$ cat src/rtl/baby_serial_accumulator.sv
// SSEM accumulator stage: executes LDN/SUB bit-serially (LSB first, borrow flop), CMP/NOP in one cycle.
// Optional BABY_ACC_PARALLEL_EN replaces the serial EXEC phase with a single word-parallel subtract.
module baby_serial_accumulator #(
  parameter int WIDTH = 32
) (
  input  logic             clock,
  input  logic             reset,
  input  logic             start,
  input  logic [1:0]       op,
  input  logic [WIDTH-1:0] operand,
  output logic             busy,
  output logic             done,
  output logic [WIDTH-1:0] acc,
  output logic             negative,
  output logic             skip
);

  typedef enum logic [1:0] {
    IDLE = 2'd0,
    EXEC = 2'd1,
    DONE = 2'd2
  } state_t;

  typedef enum logic [1:0] {
    OP_LDN = 2'b00,
    OP_SUB = 2'b01,
    OP_CMP = 2'b10,
    OP_NOP = 2'b11
  } opcode_t;

  state_t           state, nextState;
  opcode_t          opCode;
  logic [WIDTH-1:0] accReg;
  logic [WIDTH-1:0] wReg;
  logic [WIDTH-1:0] sReg;
  logic             skipReg;

`ifndef BABY_ACC_PARALLEL_EN
  localparam int CW = $clog2(WIDTH);

  logic [CW-1:0]    count;
  logic             borrow;
  logic             diffBit;
  logic             borrowNext;
  logic             lastBit;
`endif

  assign opCode = opcode_t'(op);

  always_comb begin
    nextState = state;
`ifndef BABY_ACC_PARALLEL_EN
    diffBit    = wReg[0] ^ sReg[0] ^ borrow;
    borrowNext = (~wReg[0] & sReg[0]) | (~(wReg[0] ^ sReg[0]) & borrow);
    lastBit    = (count == CW'(WIDTH - 1));
`endif
    unique case (state)
      IDLE: begin
        if (start) begin
          if (opCode == OP_LDN || opCode == OP_SUB) nextState = EXEC;
          else                                      nextState = DONE;
        end
      end
      EXEC: begin
`ifndef BABY_ACC_PARALLEL_EN
        if (lastBit) nextState = DONE;
`else
        nextState = DONE;
`endif
      end
      DONE:    nextState = IDLE;
      default: nextState = IDLE;
    endcase
  end

  always_ff @(posedge clock or posedge reset) begin
    if (reset) begin
      state   <= IDLE;
      accReg  <= '0;
      wReg    <= '0;
      sReg    <= '0;
      skipReg <= 1'b0;
`ifndef BABY_ACC_PARALLEL_EN
      count   <= '0;
      borrow  <= 1'b0;
`endif
    end else begin
      state <= nextState;
      unique case (state)
        IDLE: begin
          if (start) begin
            unique case (opCode)
              OP_LDN, OP_SUB: begin
                sReg    <= operand;
                wReg    <= (opCode == OP_SUB) ? accReg : '0;
                skipReg <= 1'b0;
`ifndef BABY_ACC_PARALLEL_EN
                borrow  <= 1'b0;
                count   <= '0;
`endif
              end
              OP_CMP: skipReg <= accReg[WIDTH-1];
              OP_NOP: skipReg <= 1'b0;
              default: skipReg <= 1'b0;
            endcase
          end
        end
        EXEC: begin
`ifndef BABY_ACC_PARALLEL_EN
          // Difference bits enter at the MSB so W holds the full result after WIDTH shifts.
          wReg   <= {diffBit, wReg[WIDTH-1:1]};
          sReg   <= sReg >> 1;
          borrow <= borrowNext;
          count  <= count + 1'b1;
          if (lastBit) accReg <= {diffBit, wReg[WIDTH-1:1]};
`else
          accReg <= wReg - sReg;
`endif
        end
        default: ;
      endcase
    end
  end

  assign busy     = (state == EXEC);
  assign done     = (state == DONE);
  assign acc      = accReg;
  assign negative = accReg[WIDTH-1];
  assign skip     = skipReg;

endmodule

$ cat config.mk
export PLATFORM = sky130hd
export DESIGN_NAME = baby_serial_accumulator
export DESIGN_NICKNAME = d
export VERILOG_FILES = /design/src/rtl/baby_serial_accumulator.sv
export SDC_FILE = /design/constraint.sdc
export NUM_CORES = 1
export LEC_CHECK = 0
export BUFFER_PORTS_ARGS = -buffer_cell sky130_fd_sc_hd__buf_4
export CAP_MARGIN = 20
export CELL_PAD_IN_SITES_DETAIL_PLACEMENT = 1
export CELL_PAD_IN_SITES_GLOBAL_PLACEMENT = 2
export CORE_MARGIN = 4
export CORE_UTILIZATION = 40
export CTS_BUF_LIST = sky130_fd_sc_hd__clkbuf_16
export CTS_CLUSTER_DIAMETER = 60
export DETAILED_ROUTE_END_ITERATION = 10
export PLACE_DENSITY_LB_ADDON = 0.1
export SYNTH_ARGS = -nofsm -noshare
export SYNTH_HDL_FRONTEND = slang
export SYNTH_SLANG_ARGS = --single-unit
$ cat constraint.sdc
create_clock -name clock -period 3.1 [get_ports clock]
set_input_delay 0 -clock clock [delete_from_list [all_inputs] [get_ports clock]]
set_output_delay 0 -clock clock [all_outputs]
set_load 0.01 [all_outputs]
==> reports/qor.csv, run 1 <==
stage,metric,value,unit
synth,synth_cell_types,32,
cells_and_area,insertedDiodeCount,0,
placed_design,dpl_cell_area,5550,um2
detailed_routing,final_antenna_net_count,0,
grt,grt_start_max_net_pins,58,
detailed_routing,wl_per_cell,18.8,um
cells_and_area,drive_gt1_share,54.3,%
clock_tree,h-tree-depth,3,
power_and_ir_drop,power_density,811,nW/um2
placed_design,dp_hpwl,6.71,mm
floorplan,initial_core_util,40.7,%
critical_path,setup.worst_path.start_class,flip-flop,
cells_and_area,final_cell_area,5860,um2
sta,worst_pin_slew,0.735,ns
detailed_routing,drcViolationCount,0,
sta,relSlewSlack,51.0,%
critical_path,crit_type,reg2reg,
clock_tree,cts_resized,0,
min_path,hold_path_end,sReg[21],
critical_path,cp.required,3.33,ns
clock_tree,cts_tree,done,
run_status,status,"complete, no violations",
cells_and_area,area_growth,20.4,%
power_and_ir_drop,p_leak,0.00285,uW
detailed_routing,met2_length,4.87,mm
min_path,hold_class,in2reg,
detailed_routing,wirelength,10.4,mm
synth,syn_area,4870,um2
synth,syn-num-nets,371,
critical_path,rr_startpoint,state[0],
critical_path,cp-end-kind,flip-flop,
clock_tree,clk_latency,0.34,ns
synth,yosysWarnings,0,
flow_run,cap_violations,0,
sta,skew,0.00527,ns
floorplan,row_count,40,
clock_tree,clock-root-buffer,clkbuf_16,
synth,ys.flop_type,dfrtp_1,
critical_path,ff2ff_setup_slack,0.68,ns
detailed_routing,drt_pass1_iterations,4,
detailed_routing,via_count,3031,
clock_tree,clkTransAtPathRegs,0.07,ns
cells_and_area,final_cell_mix,"mux2_2 (108), dfrtp_1 (105), buf_4 (78)",
detailed_routing,viasPerCell,5.49,
grt,antenna_found_initial,0,
detailed_routing,wl_met1,4.91,mm
critical_path,rr_endpoint,wReg[5],
grt,grt-ovfl-total,0,
detailed_routing,met3WireLength,448,um
sta,period_needed,2.42,ns
sta,post-route-period-util,78.2,%
floorplan,dieArea,14000,um2
clock_tree,cts_sinks,105,
sta,finalSetupViolations,0,
detailed_routing,drtIter0Drc,113,
floorplan,pin_count,73,
min_path,hold_start,operand[21],
critical_path,cp.arrival,2.65,ns
sta,fmax,0.412,GHz
synth,synth_cells,331,
sta,slew_violations,0,
grt,grt_pass1_vias,3336,
sta,hold_viol,0,
cells_and_area,nNetsFinal,443,
grt,grt_pass1_wl,17.8,mm
clock_tree,numCtsBuffers,9,
power_and_ir_drop,peakVddDrop,342,uV
synth,ys_async_sr_fraction,100,%
synth,synth_seq_area_share,54.0,%
placed_design,port_buffers,72,
cells_and_area,final_common_cell,mux2_2,
critical_path,r2r_cells,4,
synth,yosys_register_bits,105,
floorplan,die_h,118,um
sta,fin_setup_tns,0,ns
detailed_routing,top_layer_used,met4,
synth,postSynthAreaPerCell,14.7,um2
floorplan,core_area,12000,um2
sta,rsz0062_at_grt,no,
floorplan,fp.dieW,118,um
synth,synth-edff-count,0,
placed_design,gp_congestion,0.711,
clock_tree,ctsLongestPathBuffers,2,
min_path,holdPathStages,3,
grt,grt_util_all_layers,15.7,%
critical_path,worstPathMaxFanout,20,
-- cells in the mapped netlist (2+ instances only) --
cell type / n / area, um2
a22o_1: 3 / 26.3
nor2b_1: 2 / 12.5
mux2i_1: 2 / 20.0
dfrtp_1: 105 / 2630
buf_6: 4 / 45.0
o21ai_0: 2 / 10.0
nand2b_1: 2 / 12.5
a32o_1: 31 / 310
clkbuf_1: 7 / 26.3
mux2_2: 108 / 1220
buf_2: 10 / 50.1
nand3_1: 2 / 10.0
inv_1: 5 / 18.8
and3_1: 2 / 12.5
nand2_1: 5 / 18.8
mux2_4: 16 / 240
buf_4: 6 / 45.0
ha_1: 2 / 25.0
a21oi_1: 4 / 20.0
-- cell type report --
cell class	instances	area [um2]
well taps	147	184
inverters	5	21.3
clock inverters	4	16.3
fillers	1211	6100
clock buffers	9	225
flip-flops and latches	105	2630
repair buffers	88	716
multi-input cells	194	2070
-- power by group --
group | total (uW) | switching [uW] | internal, uW
registers | 2060 | 287 | 1780
logic | 1700 | 667 | 1030
clock network | 987 | 465 | 521
total | 4750 | 1420 | 3330
-- through the flow --
stage | std cells | power, uW | hold slack (ns) | setup WS, ns | utilization (%)
finish | 552 | 4750 | 0.0150 | 0.675 | 49.0
global route | 552 | 5080 | 0.00696 | 0.552 | 49.0
global placement | 532 | 3730 | 0.136 | 0.747 | 46.4
floorplan | 331 | 3390 | 0.0957 | 0.339 | -
CTS | 552 | 4830 | 0.000783 | 0.646 | 49.0
detailed placement | 532 | 3800 | 0.147 | 0.678 | 46.4
-- worst max-delay path, stage by stage (launching register included) --
cell and delay, ns:
dfrtp_1 0.82, inv_1 0.25, a21oi_4 0.53, buf_4 0.35, mux2_2 0.36
-- worst max path at each step --
| stage | endpoint | startpoint |
|---|---|---|
| floorplan | acc[0] | reset |
| global placement | sReg[25] | state[0] |
| detailed placement | wReg[5] | state[0] |
| CTS | wReg[5] | state[0] |
| global route | wReg[6] | state[0] |
| finish | wReg[5] | state[0] |
-- layer usage --
layer	global-route usage (%)	up-vias
li1	-	1384
met1	22.1	1581
met5	0	-
met2	23.7	56
met3	3.49	10
met4	5.71	0
-- state kept, by name, summed over array words and instances, names as in the netlist --
signal,count
borrow,1
state,2
sReg,32
wReg,32
acc,32
skip,1
count,5
-- logic make-up after synthesis --
| group | Yosys count | share of synthesized area (%) |
|---|---|---|
| AO/OA/AOI/OAI | 45 | 8.33 |
| multiplexers | 127 | 30.6 |
| flip-flops | 105 | 54.0 |
| adder cells (fa/ha/maj) | 3 | 0.926 |
| AND/OR/NAND/NOR | 19 | 2.37 |
| buffers and inverters | 32 | 3.81 |
-- what timing repair did --
action | in CTS | in global routing
buffers inserted | 0 | 0
hold buffers | 7 | 0
endpoints found under the hold margin | 52 | 0
Note: power is estimated with default switching activity, not from simulation.
==> run 2: changes to the inputs <==
==> constraint.sdc (replaced) <==
create_clock -name clock -period 2.33 [get_ports clock]
set_input_delay 0 -clock clock [delete_from_list [all_inputs] [get_ports clock]]
set_output_delay 0 -clock clock [all_outputs]
set_load 0.01 [all_outputs]
==> run 2 against run 1 <==
Compared with the run above: design area rose by 1.1%; global-route usage down 0.29 points; highest routed layer unchanged; sequential power is 32% higher; clock power up 48%; via count down 1.4%; combinational power increased by 35%; largest cell class unchanged.
==> reports/qor.csv, run 2 (synthesized netlist as in run 1, its figures left out) <==
stage,metric,value,unit
run_status,status,"complete, no violations",
sta,post-route-period-util,89.3,%
power_and_ir_drop,switching_power,1910,uW
grt,grt_pass1_wl,17.3,mm
cells_and_area,final_common_cell,mux2_2,
critical_path,worstPathMaxFanout,9,
clock_tree,post_cts_buffers,0,
sta,fin_setup_tns,0,ns
cells_and_area,drive_gt1_share,55.2,%
detailed_routing,via_count,2989,
detailed_routing,wl_per_cell,18.6,um
detailed_routing,final_antenna_net_count,0,
power_and_ir_drop,power.total,6470,uW
floorplan,pin_count,73,
sta,period_needed,2.08,ns
critical_path,max_stage_delay,0.59,ns
sta,hold_viol,0,
power_and_ir_drop,internal_power,4550,uW
grt,antenna_found_initial,0,
critical_path,crit_buf_inv,2,
cells_and_area,insertedDiodeCount,0,
floorplan,fp.dieW,118,um
placed_design,dpl_cell_area,5580,um2
floorplan,row_count,40,
sta,fmax,0.481,GHz
power_and_ir_drop,p_comb_share,35.5,%
floorplan,die_h,118,um
sta,relSlewSlack,63.4,%
clock_tree,clkTransAtPathRegs,0.07,ns
sta,worst_pin_slew,0.549,ns
placed_design,port_buffers,72,
sta,skew,0.00468,ns
critical_path,crit_type,reg2reg,
power_and_ir_drop,pwr-share-clk,22.5,%
power_and_ir_drop,pwr-share-seq,41.9,%
cells_and_area,final_cell_area,5920,um2
clock_tree,clk_latency,0.34,ns
flow_run,cap_violations,0,
placed_design,dp_hpwl,6.77,mm
clock_tree,clock-root-buffer,clkbuf_16,
grt,grt_pass1_vias,3263,
critical_path,path_delay_family,buffers and inverters,
clock_tree,h-tree-depth,3,
power_and_ir_drop,p_leak,0.00288,uW
critical_path,crit_path_top_delay_cell,dlygate4sd3_1,
clock_tree,cts_sinks,105,
floorplan,dieArea,14000,um2
detailed_routing,drtIter0Drc,141,
clock_tree,numCtsBuffers,9,
grt,grt_start_max_net_pins,51,
critical_path,setup.worst_path.start_class,flip-flop,
floorplan,core_area,12000,um2
detailed_routing,drcViolationCount,0,
critical_path,cp.required,2.61,ns
detailed_routing,wirelength,10.4,mm
critical_path,cp.arrival,2.36,ns
sta,slew_violations,0,
min_path,hold_class,in2reg,
cells_and_area,nNetsFinal,447,
sta,finalSetupViolations,0,
grt,grt_util_all_layers,15.4,%
power_and_ir_drop,peakVddDrop,415,uV
placed_design,gp_congestion,0.721,
detailed_routing,viasPerCell,5.36,
critical_path,cp-end-kind,flip-flop,
cells_and_area,area_growth,21.7,%
clock_tree,cts_tree,done,
cells_and_area,final_cell_mix,"mux2_2 (108), dfrtp_1 (105), buf_4 (83)",
floorplan,initial_core_util,40.7,%
clock_tree,ctsLongestPathBuffers,2,
power_and_ir_drop,p_sw_share,29.6,%
critical_path,cp_cell_sequence,"buf_4, or3b_2, o31ai_1, dlygate4sd3_1",
power_and_ir_drop,power_density,1090,nW/um2
sta,rsz0062_at_grt,no,
grt,grt-ovfl-total,0,
detailed_routing,drt_pass1_iterations,4,
==> run 2: cell types whose count changed in the layout (fill, tap and decap cells not counted) <==
cell           previous run  this run
clkinv_1                  1         2
dlygate4sd3_1             7         6
inv_1                     6         5
clkinvlp_4                0         1
buf_4                    78        83
bufinv_16                 0         1
clkinv_2                  1         2
inv_4                     1         0
==> run 2: power by group through the flow <==
stage / sequential [uW] / combinational (uW) / clock (uW)
finish: 2710 / 2300 / 1460
global route: 2790 / 2520 / 1590
CTS: 2720 / 2340 / 1520
detailed placement: 2750 / 2320 / 0
global placement: 2720 / 2260 / 0
floorplan: 2660 / 1850 / 0
==> run 2: worst reg2reg max path, stage by stage, from the launching register on <==
cell           delay, ns
dfrtp_1             0.47
buf_4               0.22
or3b_2              0.49
o31ai_1             0.25
dlygate4sd3_1       0.59
==> run 2: stage by stage <==
stage	setup WS, ns	hold WS [ns]	std cells	util [%]
after floorplan	0.491	0.0957	331	-
after global placement	0.482	0.0432	537	46.7
after detailed placement	0.405	0.0454	537	46.7
after CTS	0.288	0.000463	558	49.5
after global routing	0.150	0.00216	558	49.5
final	0.249	0.00992	558	49.5
==> run 2: final timing paths <==
path,startpoint,to,slack (ns),depth (start not counted)
setup / recovery,state[0],skip,0.25,4
hold / removal,operand[16],sReg[16],0.01,3
setup reg to reg,state[0],skip,0.25,4
hold reg to reg,sReg[16],sReg[16],0.49,1
max in group asynchronous,reset,sReg[8],1.49,4
min in group asynchronous,reset,sReg[26],0.23,3
==> run 2: repair_timing <==
| item | in CTS | in global routing |
|---|---|---|
| hold endpoints to repair | 20 | 0 |
| endpoints found under the setup margin | 0 | 0 |
| gates resized for setup | 0 | 0 |
| hold buffers | 6 | 0 |
==> run 2: routing by layer <==
layer | part of all wire (%) | global-route usage [%] | vias to the layer above
li1 | - | - | 1386
met1 | 50 | 21.9 | 1548
met2 | 45 | 22.9 | 47
met3 | 4.1 | 5.02 | 8
met4 | 0.94 | 3.52 | 0
met5 | 0 | 0 | -
==> run 2: cell type report <==
type / count / area, um2
clock buffers: 9 / 225
clock inverters: 6 / 51.3
fillers: 1185 / 6040
inverters: 5 / 22.5
multi-input cells: 194 / 2070
flip-flops and latches: 105 / 2630
well taps: 147 / 184
repair buffers: 92 / 743
==> run 3: changes to the inputs <==
--- a/config.mk
+++ b/config.mk
@@ -7,8 +7,8 @@
 export LEC_CHECK = 0
 export BUFFER_PORTS_ARGS = -buffer_cell sky130_fd_sc_hd__buf_4
 export CAP_MARGIN = 20
-export CELL_PAD_IN_SITES_DETAIL_PLACEMENT = 1
-export CELL_PAD_IN_SITES_GLOBAL_PLACEMENT = 2
+export CELL_PAD_IN_SITES_DETAIL_PLACEMENT = 0
+export CELL_PAD_IN_SITES_GLOBAL_PLACEMENT = 1
 export CORE_MARGIN = 4
 export CORE_UTILIZATION = 40
 export CTS_BUF_LIST = sky130_fd_sc_hd__clkbuf_16
==> run 3 against run 2 <==
Compared with the run above: maximum frequency is 3.1% higher; clock skew is 0.00077 ns higher; wire length is 5.5% lower; worst setup slack better by 0.062 ns; worst hold slack better by 0.0051 ns; global-route usage is 0.37 points lower; combinational power hardly changed; first-iteration DRC count is 1.4% higher; register-to-register slack better by 0.06 ns; power is 0.15% lower; sequential cell count stayed put; design area is 1.3% higher; critical path type unchanged; critical endpoint unchanged; largest cell class unchanged; largest power group unchanged; highest routed layer unchanged.
==> reports/qor.csv, run 3 (synthesized netlist as in run 1, its figures left out) <==
stage,metric,value,unit
cells_and_area,insertedDiodeCount,0,
sta,slew_violations,0,
critical_path,cp.arrival,2.30,ns
critical_path,path_delay_family,buffers and inverters,
clock_tree,h-tree-depth,3,
grt,antenna_found_initial,0,
detailed_routing,via_count,2983,
detailed_routing,drtIter0Drc,143,
sta,finalSetupViolations,0,
detailed_routing,drcViolationCount,0,
sta,skew,0.00545,ns
critical_path,max_stage_delay,0.58,ns
sta,relSlewSlack,58.6,%
grt,grt_util_all_layers,15.0,%
sta,fin_setup_tns,0,ns
cells_and_area,final_common_cell,mux2_2,
placed_design,port_buffers,72,
flow_run,cap_violations,0,
floorplan,core_area,12000,um2
floorplan,pin_count,73,
sta,period_needed,2.02,ns
power_and_ir_drop,peakVddDrop,435,uV
clock_tree,cts_resized,0,
critical_path,cp.required,2.62,ns
floorplan,row_count,40,
floorplan,die_h,118,um
detailed_routing,wirelength,9.83,mm
critical_path,cp_cell_sequence,"buf_4, or3b_2, o31ai_1, dlygate4sd3_1",
grt,grt-ovfl-total,0,
critical_path,setup.worst_path.start_class,flip-flop,
clock_tree,clock-root-buffer,clkbuf_16,
cells_and_area,final_cell_area,6000,um2
grt,grt_pass1_vias,3261,
cells_and_area,area_growth,23.3,%
clock_tree,cts_tree,done,
grt,grt_pass1_wl,16.8,mm
floorplan,initial_core_util,40.7,%
power_and_ir_drop,p_leak,0.00291,uW
grt,grt_start_max_net_pins,49,
sta,post-route-period-util,86.6,%
placed_design,dp_hpwl,6.30,mm
sta,worst_pin_slew,0.618,ns
critical_path,worstPathMaxFanout,12,
placed_design,gp_congestion,0.716,
cells_and_area,nNetsFinal,454,
clock_tree,ctsLongestPathBuffers,2,
min_path,hold_class,in2reg,
detailed_routing,wl_per_cell,17.4,um
sta,fmax,0.495,GHz
placed_design,dpl_cell_area,5590,um2
clock_tree,numCtsBuffers,9,
critical_path,crit_type,reg2reg,
cells_and_area,final_cell_mix,"mux2_2 (108), dfrtp_1 (105), buf_4 (84)",
critical_path,cp-end-kind,flip-flop,
floorplan,dieArea,14000,um2
sta,rsz0062_at_grt,no,
run_status,status,"complete, no violations",
sta,hold_viol,0,
critical_path,crit_path_top_delay_cell,dlygate4sd3_1,
clock_tree,clk_latency,0.35,ns
power_and_ir_drop,power_density,1080,nW/um2
clock_tree,clkTransAtPathRegs,0.07,ns
clock_tree,cts_sinks,105,
critical_path,crit_buf_inv,2,
detailed_routing,viasPerCell,5.27,
cells_and_area,drive_gt1_share,54.9,%
detailed_routing,final_antenna_net_count,0,
detailed_routing,drt_pass1_iterations,4,
floorplan,fp.dieW,118,um
run 3: area by class of cell:
type                            instances  area [um2]
Timing Repair Buffer                   99         811
Fill cell                            1065        5960
Clock inverter                          7        61.3
Inverter                                5        22.5
Multi-Input combinational cell        194        2070
Clock buffer                            9         225
Tap cell                              147         184
Sequential cell                       105        2630
run 3: timing repair:
item	CTS	global route
hold buffers	12	0
buffers inserted	0	0
endpoints found under the hold margin	114	0
run 3: where the power goes:
part | switching, uW | total [uW] | internal [uW]
Combinational | 901 | 2290 | 1390
Clock | 647 | 1470 | 822
Sequential | 335 | 2700 | 2360
Total | 1880 | 6460 | 4570
run 3: path summary, 6_finish.rpt:
kind | startpoint | cells after the start | slack, ns | endpoint
worst max-delay path | state[0] | 4 | 0.31 | skip
worst min-delay path | operand[28] | 3 | 0.02 | sReg[28]
worst max register to register | state[0] | 4 | 0.31 | skip
worst min register to register | sReg[16] | 1 | 0.49 | sReg[16]
max in group asynchronous | reset | 4 | 1.62 | wReg[27]
min in group asynchronous | reset | 3 | 0.12 | sReg[25]
run 3: routing by layer:
layer / share of wire [%] / global-route usage [%]
met3: 4.0 / 4.78
met5: 0 / 0
met4: 1.7 / 5.20
met1: 48 / 19.7
met2: 46 / 23.5
run 3: worst register-to-register path, cell delays in order, from the launching register on:
cell           delay [ns]
dfrtp_1              0.45
buf_4                0.21
or3b_2               0.49
o31ai_1              0.23
dlygate4sd3_1        0.58
run 3: per-stage QoR:
| stage | utilization [%] | hold slack (ns) | std cells | setup WS (ns) | total power [uW] |
|---|---|---|---|---|---|
| floorplan | - | 0.0957 | 331 | 0.491 | 4510 |
| global placement | 46.7 | -0.0627 | 538 | 0.479 | 4980 |
| detailed placement | 46.7 | -0.0591 | 538 | 0.435 | 5040 |
| CTS | 50.1 | 0.000241 | 566 | 0.310 | 6570 |
| global route | 50.1 | 0.00807 | 566 | 0.218 | 6900 |
| finish | 50.1 | 0.0150 | 566 | 0.311 | 6460 |
